--- src/rtl/ans_preamble_pkg.sv ---
// rtl/ans_preamble_pkg.sv - bin masks, mode encodings and FSM state for the preamble generator
package ans_preamble_pkg;

  // Bit n of each mask describes bin n, where sc = n - 32.
  localparam logic [63:0] STF_NZ     = 64'h0111_1110_1111_1100;
  localparam logic [63:0] STF_SIGN   = 64'h0000_0110_0110_1000;
  localparam logic [63:0] LLTF_NZ    = 64'h07FF_FFFE_FFFF_FFC0;
  localparam logic [63:0] HTLTF_NZ   = 64'h1FFF_FFFE_FFFF_FFF0;
  localparam logic [63:0] HTLTF_SIGN = 64'h1856_7D4C_0A60_5300;

  localparam logic [1:0] PRE_LSTF  = 2'd0;
  localparam logic [1:0] PRE_LLTF  = 2'd1;
  localparam logic [1:0] PRE_HTSTF = 2'd2;
  localparam logic [1:0] PRE_HTLTF = 2'd3;

  typedef enum logic [1:0] {
    ST_IDLE = 2'd0,
    ST_RUN  = 2'd1,
    ST_FIN  = 2'd2
  } pre_state_t;

endpackage

--- src/rtl/ans_preamble_sign_rom.sv ---
// rtl/ans_preamble_sign_rom.sv - per-bin nonzero/negative lookup for the selected preamble field
module ans_preamble_sign_rom
  import ans_preamble_pkg::*;
(
  input  logic [1:0] mode,
  input  logic [5:0] addr,
  output logic       nz,
  output logic       neg
);

  // L-LTF shares the HT-LTF sign table; its narrower nonzero mask hides the extra bins.
  always_comb begin
    nz  = 1'b0;
    neg = 1'b0;
    case (mode)
      PRE_LSTF, PRE_HTSTF: begin
        nz  = STF_NZ[addr];
        neg = STF_SIGN[addr];
      end
      PRE_LLTF: begin
        nz  = LLTF_NZ[addr];
        neg = HTLTF_SIGN[addr];
      end
      default: begin
        nz  = HTLTF_NZ[addr];
        neg = HTLTF_SIGN[addr];
      end
    endcase
  end

endmodule

--- src/rtl/ans_preamble_fd_gen.sv ---
// rtl/ans_preamble_fd_gen.sv - sequenced, back-pressured frequency-domain preamble source
module ans_preamble_fd_gen
  import ans_preamble_pkg::*;
#(
  parameter int IQ_W       = 16,
  parameter int NFFT_LOG2  = 6,
  parameter int REP_W      = 3,
  parameter int IFFT_ORDER = 0
) (
  input  logic              clk,
  input  logic              rstn,
  input  logic              start,
  input  logic [1:0]        mode,
  input  logic [REP_W-1:0]  n_sym,
  input  logic [IQ_W-1:0]   stf_amp,
  input  logic [IQ_W-1:0]   ltf_amp,
  output logic              busy,
  output logic [2*IQ_W-1:0] m_tdata,
  output logic              m_tvalid,
  input  logic              m_tready,
  output logic              m_tlast,
  output logic [REP_W-1:0]  m_tuser,
  output logic              done
);

  localparam int NBIN = 1 << NFFT_LOG2;
  typedef logic [NFFT_LOG2-1:0] bin_t;

  pre_state_t       state;
  bin_t             bin_q;
  bin_t             next_bin;
  logic [REP_W-1:0] sym_q;
  logic [REP_W-1:0] nsym_q;
  logic [1:0]       mode_q;
  logic [IQ_W-1:0]  stf_q;
  logic [IQ_W-1:0]  ltf_q;

  logic [1:0]        mode_sel;
  logic [IQ_W-1:0]   mag;
  logic [IQ_W-1:0]   sval;
  logic [5:0]        rom_addr;
  logic              rom_nz;
  logic              rom_neg;
  logic              is_stf;
  logic              accept;
  logic [2*IQ_W-1:0] beat_data;

  assign accept = (state == ST_IDLE) && start && (n_sym != '0);

  // The output register is loaded one beat ahead, so the lookup always targets the next bin;
  // in IDLE that is bin 0 with the not-yet-latched inputs.
  always_comb begin
    next_bin = (state == ST_RUN) ? bin_q + 1'b1 : '0;
    rom_addr = 6'(next_bin) ^ ((IFFT_ORDER != 0) ? 6'h20 : 6'h00);
    mode_sel = (state == ST_IDLE) ? mode : mode_q;
    is_stf   = (mode_sel == PRE_LSTF) || (mode_sel == PRE_HTSTF);
    if (state == ST_IDLE) begin
      mag = is_stf ? stf_amp : ltf_amp;
    end else begin
      mag = is_stf ? stf_q : ltf_q;
    end
    sval = rom_neg ? (~mag + IQ_W'(1)) : mag;
    if (!rom_nz) begin
      beat_data = '0;
    end else if (is_stf) begin
      beat_data = {sval, sval};
    end else begin
      beat_data = {sval, {IQ_W{1'b0}}};
    end
  end

  ans_preamble_sign_rom u_rom (
    .mode (mode_sel),
    .addr (rom_addr),
    .nz   (rom_nz),
    .neg  (rom_neg)
  );

  always_ff @(posedge clk or negedge rstn) begin
    if (!rstn) begin
      state    <= ST_IDLE;
      bin_q    <= '0;
      sym_q    <= '0;
      nsym_q   <= '0;
      mode_q   <= PRE_LSTF;
      stf_q    <= '0;
      ltf_q    <= '0;
      busy     <= 1'b0;
      m_tdata  <= '0;
      m_tvalid <= 1'b0;
      m_tlast  <= 1'b0;
      m_tuser  <= '0;
      done     <= 1'b0;
    end else begin
      case (state)
        ST_IDLE: begin
          done <= 1'b0;
          if (accept) begin
            state    <= ST_RUN;
            mode_q   <= mode;
            nsym_q   <= n_sym;
            stf_q    <= stf_amp;
            ltf_q    <= ltf_amp;
            bin_q    <= '0;
            sym_q    <= '0;
            busy     <= 1'b1;
            m_tvalid <= 1'b1;
            m_tdata  <= beat_data;
            m_tlast  <= 1'b0;
            m_tuser  <= '0;
          end
        end
        ST_RUN: begin
          if (m_tready) begin
            if (bin_q == bin_t'(NBIN - 1)) begin
              if (sym_q == nsym_q - 1'b1) begin
                state    <= ST_FIN;
                m_tvalid <= 1'b0;
                m_tlast  <= 1'b0;
                m_tdata  <= '0;
                done     <= 1'b1;
              end else begin
                sym_q   <= sym_q + 1'b1;
                m_tuser <= sym_q + 1'b1;
                bin_q   <= '0;
                m_tdata <= beat_data;
                m_tlast <= 1'b0;
              end
            end else begin
              bin_q   <= next_bin;
              m_tdata <= beat_data;
              m_tlast <= (next_bin == bin_t'(NBIN - 1));
            end
          end
        end
        ST_FIN: begin
          done  <= 1'b0;
          busy  <= 1'b0;
          state <= ST_IDLE;
        end
        default: state <= ST_IDLE;
      endcase
    end
  end

endmodule

--- config.mk ---
export PLATFORM = sky130hd
export DESIGN_NAME = ans_preamble_fd_gen
export DESIGN_NICKNAME = d
export VERILOG_FILES = /design/src/rtl/ans_preamble_pkg.sv /design/src/rtl/ans_preamble_sign_rom.sv /design/src/rtl/ans_preamble_fd_gen.sv
export SDC_FILE = /design/constraint.sdc
export NUM_CORES = 1
export LEC_CHECK = 0
export ABC_AREA = 1
export ABC_CLOCK_PERIOD_IN_PS = 3330
export CORE_MARGIN = 3
export CORE_UTILIZATION = 35
export DETAILED_ROUTE_END_ITERATION = 8
export PLACE_DENSITY = 0.63
export SYNTH_ARGS = -nofsm -noshare
export SYNTH_HDL_FRONTEND = slang
export SYNTH_SLANG_ARGS = --single-unit
--- constraint.sdc ---
create_clock -name clk -period 3.33 [get_ports clk]
set_input_delay 0.666 -clock clk [delete_from_list [all_inputs] [get_ports clk]]
set_output_delay 0.666 -clock clk [all_outputs]
set_load 0.01 [all_outputs]
=== Yosys cells after proc, flatten, opt, wreduce, memory -nomap -nowiden ===
Memory sizes are Yosys's and may differ from the RTL's.
Index checks and enable logic that the tools add are counted.

* Register bits: 84
* Memories kept: 5
* Logic and storage cells: 104
* Input port bits: 41
* Output and inout bits: 39
* Bits in read-only memories: 320

{| class="wikitable"
|+ Memories
! memory !! words !! width !! read ports !! clocked after memory_dff !! wr ports !! RTL line !! RTL
|-
| (no name shown) || 64 || 1 || 1 || 0 || 0 || ans_preamble_sign_rom.sv:17 || <nowiki>nz = STF_NZ[addr];</nowiki>
|-
| (no name shown) || 64 || 1 || 1 || 0 || 0 || ans_preamble_sign_rom.sv:22 || <nowiki>neg = HTLTF_SIGN[addr];</nowiki>
|-
| (no name shown) || 64 || 1 || 1 || 0 || 0 || ans_preamble_sign_rom.sv:25 || <nowiki>nz = HTLTF_NZ[addr];</nowiki>
|-
| (no name shown) || 64 || 1 || 1 || 0 || 0 || ans_preamble_sign_rom.sv:18 || <nowiki>neg = STF_SIGN[addr];</nowiki>
|-
| (no name shown) || 64 || 1 || 1 || 0 || 0 || ans_preamble_sign_rom.sv:21 || <nowiki>nz = LLTF_NZ[addr];</nowiki>
|}

* Magnitude comparators: 1
* Bitwise operators: 1
* Equality and inequality tests: 13
* Reduce and logical (&&, ||, !) cells: 19
* Add/sub/neg operators: 4
* Multiplexer cells: 49

{| class="wikitable"
|+ Operators with widths
! cell !! number
|-
| $mux W32 || 5
|-
| $mux W16 || 5
|-
| $pmux W32 S2 || 1
|-
| $mux W6 || 5
|-
| $add A16 B1 Y16 const B || 1
|-
| $mux W1 || 16
|-
| $not A16 Y16 || 1
|-
| $eq A6 B6 Y1 const B || 2
|-
| $mux W3 || 4
|-
| $pmux W6 S2 || 1
|-
| $reduce_and A4 Y1 || 3
|-
| $mux W2 || 5
|-
| $pmux W1 S2 || 5
|-
| $reduce_and A5 Y1 || 2
|-
| $lt A6 B7 Y1 const B || 1
|-
| $add A6 B1 Y6 const B || 1
|-
| $ne A2 B2 Y1 const B || 3
|-
| $pmux W3 S2 || 1
|-
| $reduce_bool A2 Y1 || 3
|-
| $eq A2 B1 Y1 const B || 2
|-
| $eq A2 B2 Y1 const B || 2
|-
| $logic_not A2 Y1 || 2
|-
| $ne A2 B1 Y1 const B || 2
|-
| $pmux W2 S2 || 1
|-
| 10 further kinds || 13
|}

=== Longest topological paths before layout ===
Gate-level depths: netlist of run 1.

* Word-level depth: 15
* Gate-level depth with buffers: 19
* Gate-level depth less buffers: 18

=== Hierarchy ===
A second synthesis of run 1 with hierarchy kept.

* Cells, all modules: 682
* Area, all modules: 4,819.6 µm²

{| class="wikitable"
|+ By module, submodules not included
! module !! area each (µm²) !! sequential area each (µm²) !! times used !! cells an instance
|-
| ans_preamble_fd_gen || 4,471.8 || 2,102.0 || 1 || 609
|-
| ans_preamble_sign_rom || 347.8 || 0.0 || 1 || 73
|}

=== Worst setup path before layout of run 1 ===
OpenSTA, ideal clock, no wires.

* Path type: input-to-reg
* Start: in mode[0]
* End: reg m_tdata[8]
* Buffers on the path: 1
* Library setup time: 118 ps
* Required time: 3,212 ps
* Slack: 992 ps
* Data arrival time: 2,220 ps
* Cell stages on the path: 16
* Cells stage by stage: inv_2 clkbuf_1 a21oi_1 nand2_1 nand2_1 inv_1 ha_1 inv_1 nor2_1 inv_1 nor2_1 nand4_1 nand2_1 nand2_1 nand4_1 nand2_1

* Cells in the longest elaborated chain, start to end: 14
* Elaborated cells on any way between the ends: 21

{| class="wikitable"
|+ RTL lines
! what !! RTL line !! RTL
|-
| start: declaration || ans_preamble_fd_gen.sv:13 || <nowiki>input logic [1:0] mode,</nowiki>
|-
| $mux W2 * || ans_preamble_fd_gen.sv:55 || <nowiki>mode_sel = (state == ST_IDLE) ? mode : mode_q;</nowiki>
|-
| $eq A2 B2 Y1 / $logic_not A2 Y1 (equally long branches) || ans_preamble_sign_rom.sv:15, ans_preamble_fd_gen.sv:56 ||
|-
| $logic_or A1 B1 Y1 || ans_preamble_fd_gen.sv:56 || <nowiki>is_stf = (mode_sel == PRE_LSTF) || (mode_sel == PRE_HTSTF);</nowiki>
|-
| $mux W16, on equally long branches || ans_preamble_fd_gen.sv:60, ans_preamble_fd_gen.sv:58 ||
|-
| $mux W16 || ans_preamble_fd_gen.sv:57 || <nowiki>if (state == ST_IDLE) begin</nowiki>
|-
| $not A16 Y16 || ans_preamble_fd_gen.sv:62 || <nowiki>sval = rom_neg ? (~mag + IQ_W'(1)) : mag;</nowiki>
|-
| $add A16 B1 Y16 || ans_preamble_fd_gen.sv:62 ||
|-
| $mux W16 || ans_preamble_fd_gen.sv:62 ||
|-
| $mux W16 || ans_preamble_fd_gen.sv:65 || <nowiki>end else if (is_stf) begin</nowiki>
|-
| $mux W32 * || ans_preamble_fd_gen.sv:63 || <nowiki>if (!rom_nz) begin</nowiki>
|-
| $mux W32 || ans_preamble_fd_gen.sv:116 || <nowiki>if (sym_q == nsym_q - 1'b1) begin</nowiki>
|-
| $mux W32 || ans_preamble_fd_gen.sv:115 || <nowiki>if (bin_q == bin_t'(NBIN - 1)) begin</nowiki>
|-
| $mux W32 || ans_preamble_fd_gen.sv:114 || <nowiki>if (m_tready) begin</nowiki>
|-
| $pmux W32 S2 * || ans_preamble_fd_gen.sv:95 || <nowiki>case (state)</nowiki>
|-
| end signal: assignment || ans_preamble_fd_gen.sv:108 || <nowiki>m_tdata <= beat_data;</nowiki>
|-
| end signal: assignment || ans_preamble_fd_gen.sv:126 || <nowiki>m_tdata <= beat_data;</nowiki>
|-
| end signal: assignment || ans_preamble_fd_gen.sv:131 || <nowiki>m_tdata <= beat_data;</nowiki>
|-
| end: declaration || ans_preamble_fd_gen.sv:18 || <nowiki>output logic [2*IQ_W-1:0] m_tdata,</nowiki>
|}

Mark *: on every way between the ends. The rest lies on a longest branch, timed or not. The select of a mux whose other input is x is not followed.
A chain may end at the register's enable or synchronous reset.

=== Worst setup path in the final report of run 1 ===
* Start: in mode[0]
* End: reg m_tdata[12]

The elaborated chain is that of the path after synthesis.

==> out/results.txt, run 1 <==
Grt total ovfl - 0
CP Class - in -> reg
Met3 Wirelength - 731 µm
Sw Ratio - 46.9%
# hold bufs at CTS - 0
End of the worst register-to-register path - m_tdata[5]
GRT Overall Usage - 17.1%
Clk_lat worst skew - 350 ps
Core Rows - 43
Number of clock sinks - 84
Die area - 16200 µm²
First-pass GRT wire length - 22200 µm
Top FF cell, synth - dfrtp_1
Routed wl met2 - 5350 µm
WL final - 13100 µm
Slew @ Worst Pin - 994 ps
Initial DRC count - 295
Pin count of the biggest net entering global routing - 76
Maximum VDD drop - 0.320 mV
Antenna-violating nets left - 0
Area of the core - 14100 µm²
Clock power frac - 17.1%
CP Buf/Inv Count - 5
Cell Int Power - 3350 µW
IO buf count - 79
Clk_skew - 7.90 ps
HPWL after detailed placement - 9640 µm
Vias per inst - 4.80
Routed WL per cell - 13.0 µm
H-tree depth - 3
Leakage - 0.00332 µW
Worst setup EP type - register
Post-CTS Setup Bufs - 0
Clk root buf - clkbuf_16
Seq/Total Area, Yosys - 40.9%
Via Count - 4835
FMAX - 359 MHz
Yosys synthesis warning count - 0
Antenna cells - 0
Sequential Power Share - 26.8%
Critical Path RT - 3570 ps
I/O pins - 80
Number of synthesized flops with an enable pin - 0
Reg2reg start - state[0]
First-pass DRT Iterations - 4
Die Span X - 127 µm
Syn-to-layout area delta - 24.6%
Max cap viols - 0
Register-to-Register Path Depth - 17
CP arrival - 3030 ps
Final core occ - 45.4%
Worst path cell trace - clkdlybuf4s50_1 -> inv_2 -> nand2_2 -> nand2_2 -> nand3_1 -> nand3_1 -> inv_1 -> ha_1 -> inv_1 -> nor2_1 -> inv_1 -> nor2_1 -> nand3_1 -> nand2_1 -> nand2_1 -> nand4_1 -> nand2_1
Psw - 2960 µW
Fraction of layout cells with a size suffix above 1 - 7.61%
Crit-path max cell delay - 520 ps
Setup TNS after final layout - 0 ps
Initial antenna violation count - 0
Cell count after synthesis - 749
GPL Wtd Cong - 0.902
Clock transition at path regs - 70 ps
Logic gate share of total power - 56.1%
Hold Crit Class - in -> async
Vias in the first global route - 4487
Power Dens Cells - 987 nW/µm²
RSZ-0062 raised after global routing - false
Mapped Nets - 799
Post-synth cell types - 34
Residual DRC - 0
CTS tree - done
Slowest CP cell - clkdlybuf4s50_1
Delay-heaviest family, CP - simple AND/OR/NAND/NOR gates
Most common cell after layout, fill and taps aside - nand2_1
Critical path fanouts, max - 10
Most frequent cells in the layout - nand2_1, inv_1, dfrtp_1
Final min period - 2790 ps
PostCTS Resize Cnt - 0
Status - completed
Max Root-Sink Buffers - 2
Mapped Area - 5130 µm²
Met1 WL - 6820 µm
Die Ht - 127 µm
Slew Limit Fails - 0
Ys async rst share - 100%
Uppermost routed layer - met4
Yosys reg bits - 84
Worst Setup SP - mode[0]
Final setup fails - 0
Rel. slew slack - 33.6%
CTS buffer count - 9
Flop2flop setup slack - 560 ps
Initial Util - 36.4%
Final Cycle Share - 83.8%
Mean Syn Cell Area - 6.86 µm²
CP startpoint kind - input port
Final hold vios - 0
Nets - 873
## cell usage after synthesis, types with 2 or more instances
| cell | instances | area, µm² |
|---|---|---|
| inv_1 | 84 | 315 |
| inv_2 | 7 | 26.3 |
| nand2_4 | 4 | 45.0 |
| nor2_1 | 30 | 113 |
| buf_2 | 4 | 20.0 |
| nor2_2 | 13 | 81.3 |
| nand3b_1 | 3 | 22.5 |
| o21ai_0 | 48 | 240 |
| nand2_1 | 307 | 1150 |
| nand3_2 | 4 | 40.0 |
| nor2_4 | 2 | 22.5 |
| nand4_1 | 20 | 125 |
| ha_1 | 9 | 113 |
| a21oi_1 | 19 | 95.1 |
| xnor2_1 | 2 | 17.5 |
| nand2_2 | 5 | 31.3 |
| o211ai_1 | 2 | 15.0 |
| o21ai_1 | 10 | 50.1 |
| nand3_1 | 59 | 295 |
| buf_1 | 2 | 7.51 |
| dfrtp_1 | 84 | 2100 |
| clkbuf_1 | 11 | 41.3 |
| xor2_1 | 3 | 26.3 |
| buf_4 | 6 | 45.0 |
| buf_6 | 2 | 22.5 |
## area by class of cell
type	count	area, µm²
multi-input combinational	549	2560
clock inverter	6	87.6
sequential	84	2100
fill	1494	7700
clock buffer	10	229
inverter	91	342
tap	180	225
timing repair buffer	88	856
## flip-flops by register name (all words and copies together), names as in the netlist
signal    cells
state         2
sym_q         3
stf_q        16
nsym_q        3
mode_q        2
busy          1
m_tlast       1
m_tvalid      1
done          1
m_tdata      32
ltf_q        16
bin_q         6
## routing by layer
| metal | track usage, % | vias to the layer above |
|---|---|---|
| li1 | - | 2513 |
| met5 | 0 | - |
| met3 | 3.64 | 15 |
| met1 | 25.5 | 2182 |
| met2 | 24.8 | 125 |
| met4 | 5.49 | 0 |
## cell families after synthesis
| kind of cell | after synthesis | share of synthesized area [%] |
|---|---|---|
| and+or+nand+nor | 451 | 38.0 |
| adders and majority gates | 9 | 2.19 |
| xor gates and xnor gates | 5 | 0.853 |
| DFF | 84 | 40.9 |
| AOI/OAI and AO/OA | 84 | 8.67 |
| buffers and inverters | 116 | 9.31 |
## how the worst max path moves through the flow
stage,to,cells past startpoint,slack [ps]
after global placement,m_tdata[24],17,320
after global routing,m_tdata[5],17,210
final,m_tdata[12],17,540
after detailed placement,m_tdata[12],17,210
after floorplan,m_tdata[8],16,990
after CTS,m_tdata[12],17,590
## power by group through the flow
stage / clock network (µW) / registers (µW) / logic (µW)
floorplan: 0 / 1750 / 2440
global placement: 0 / 1700 / 3510
detailed placement: 0 / 1710 / 3530
CTS: 1110 / 1690 / 3550
global route: 1150 / 1760 / 4050
finish: 1080 / 1690 / 3540
## metrics by stage
stage / power (µW) / hold WS, ps / instance area (µm²) / cells / setup slack (ps)
floorplan: 4190 / 370 / 5130 / 749 / 992
finish: 6320 / 249 / 6400 / 1008 / 541
CTS: 6350 / 258 / 6400 / 1008 / 586
global route: 6970 / 269 / 6400 / 1008 / 212
detailed placement: 5240 / 462 / 6080 / 992 / 210
global placement: 5210 / 456 / 6080 / 992 / 316
Power figures use the tool's default switching activity.
==> run 2, diff against run 1 <==
Settings changed: ABC_CLOCK_PERIOD_IN_PS 3330 to 2710.
Clock period 3.33 ns to 2.71 ns, I/O delays scaled along.
==> run 2 against run 1 <==
Critical path depth shrank 3. Setup slack got worse by 240 ps. Sequential power is 23% higher. Total power increased by 28%. Die area is the same. Sequential cell count stayed put.
==> out/results.txt, run 2 (same netlist as run 1, synthesis figures left out) <==
Status - completed
Initial Util - 36.4% (unchanged)
Leakage - 0.00344 µW (+3.8%)
Worst setup margin - 297 ps (-244 ps)
Final core occ - 47.0% (+1.6 points)
Setup TNS after final layout - 0 ps (unchanged)
Most common cell after layout, fill and taps aside - nand2_1
Fillers - 1463 (-2.1%)
IO buf count - 79 (unchanged)
Via Count - 4871 (+0.74%)
Power Dens Cells - 1220 nW/µm² (+24%)
Die Ht - 127 µm (unchanged)
Antenna-violating nets left - 0 (unchanged)
Largest registers - m_tdata x32, ltf_q x16, stf_q x16
GRT Overall Usage - 16.9% (-0.27 points)
Sequential Power Share - 25.6% (-1.2 points)
Fraction of layout cells with a size suffix above 1 - 10.7% (+3.0 points)
Register-to-Register Path Depth - 14 (-3)
First-pass GRT wire length - 22000 µm (-0.99%)
Area of the core - 14100 µm² (unchanged)
Clk_skew - 7.76 ps (-0.137 ps)
Reg2reg start - bin_q[1]
WL final - 13300 µm (+1.7%)
Critical path fanouts, max - 14 (+4)
Residual DRC - 0 (unchanged)
Vias per inst - 4.71 (-1.8%)
Die Span X - 127 µm (unchanged)
Multi-input logic area - 2580 µm² (+0.98%)
Worst setup EP type - register
Final Cycle Share - 89.0%
Logic gate share of total power - 60.0% (+3.9 points)
Initial DRC count - 342 (+16%)
FMAX - 414 MHz
Vias in the first global route - 4468 (-0.42%)
HPWL after detailed placement - 9840 µm (+2.0%)
CP arrival - 2650 ps (-380 ps)
Hold Crit Class - in -> async
First-pass DRT Iterations - 4 (unchanged)
Routed WL per cell - 12.9 µm (-0.90%)
Final setup fails - 0 (unchanged)
CP startpoint kind - register
Pre-CTS setup slack - -64.2 ps (-274 ps)
Most frequent cells in the layout - nand2_1, inv_1, dfrtp_1
Cell Int Power - 4370 µW (+30%)
Worst Setup SP - bin_q[1]
Sw Ratio - 46.1% (-0.79 points)
Clock transition at path regs - 60 ps (about the same)
Core Rows - 43 (unchanged)
Clk_lat worst skew - 350 ps (about the same)
RSZ-0062 raised after global routing - false
Number of clock sinks - 84 (unchanged)
Max cap viols - 0 (unchanged)
CTS buffer count - 9 (unchanged)
PostCTS Resize Cnt - 0 (unchanged)
Syn-to-layout area delta - 28.9%
Rel. slew slack - 56.5% (+23 points)
Final hold vios - 0 (unchanged)
Clock power frac - 14.3% (-2.8 points)
Slew Limit Fails - 0 (unchanged)
Initial antenna violation count - 0 (unchanged)
Placed Instance Area - 6320 µm² (+3.9%)
Post-CTS Setup Bufs - 0 (unchanged)
Critical path capture point - m_tdata[22]
CTS tree - done
Slew @ Worst Pin - 652 ps (-342 ps)
Max Root-Sink Buffers - 2 (unchanged)
Grt total ovfl - 0 (unchanged)
Fin area - 6620 µm² (+3.5%)
Nets - 900 (+3.1%)
Sequential Area - 2100 µm² (unchanged)
GPL Wtd Cong - 0.928 (+2.9%)
Max reg flops - 32 (unchanged)
Critical Path RT - 2950 ps (-620 ps)
Die area - 16200 µm² (unchanged)
Psw - 3740 µW (+26%)
End of the worst register-to-register path - m_tdata[22]
Maximum VDD drop - 0.456 mV (+43%)
Register with the most flip-flops - m_tdata
CP Class - reg -> reg
H-tree depth - 3 (unchanged)
# hold bufs at CTS - 0 (unchanged)
I/O pins - 80 (unchanged)
Final min period - 2410 ps
Pin count of the biggest net entering global routing - 76 (unchanged)
Flop2flop setup slack - 300 ps (-260 ps)
Clk root buf - clkbuf_16
Antenna cells - 0 (unchanged)
==> run 2: layout make-up <==
type,instances,share of cell area [%]
inverters,91,5.16
flip-flops and latches,84,31.7
well taps,180,3.40
multi-input cells,549,39.0
clock buffers,10,3.61
clock inverters,5,0.529
repair buffers,115,16.6
==> run 2: how the worst min path moves through the flow <==
| stage | cells after the start | slack, ps | from | endpoint |
|---|---|---|---|---|
| floorplan | 0 | 250 | rstn | bin_q[0] |
| global placement | 2 | 460 | m_tvalid | m_tvalid |
| detailed placement | 2 | 460 | m_tvalid | m_tvalid |
| CTS | 1 | 190 | rstn | nsym_q[0] |
| global route | 1 | 210 | rstn | m_tvalid |
| finish | 1 | 170 | rstn | m_tvalid |
==> run 2: per-layer routing <==
layer	track usage [%]	vias up	part of all wire, %
li1	-	2574	-
met1	25.2	2153	52
met2	24.2	130	41
met3	3.76	14	5.6
met4	5.17	0	1.4
met5	0	-	0
==> run 2: power groups by stage <==
stage	sequential (µW)	combinational, µW	clock, µW
finish	2080	4870	1160
global route	2150	5540	1240
CTS	2080	4850	1200
detailed placement	2100	4830	0
global placement	2080	4810	0
floorplan	2140	3000	0
==> run 2: critical path, cell delays in order (launching register included) <==
cell and delay, ps:
dfrtp_1 410, ha_1 310, nand2_1 140, inv_1 110, ha_1 330, nor2_1 110
nand2_1 60, nand3_1 80, nand3_1 80, nand3_2 120, nand2_4 120, inv_2 180
nand2_1 100, nand3_1 100, nand2_1 50
==> run 2: metrics by stage <==
| stage | hold slack [ps] | power (µW) | std cells |
|---|---|---|---|
| floorplan | 246 | 5140 | 749 |
| global placement | 460 | 6890 | 1019 |
| detailed placement | 463 | 6930 | 1019 |
| CTS | 193 | 8120 | 1034 |
| global route | 215 | 8930 | 1034 |
| finish | 170 | 8110 | 1034 |
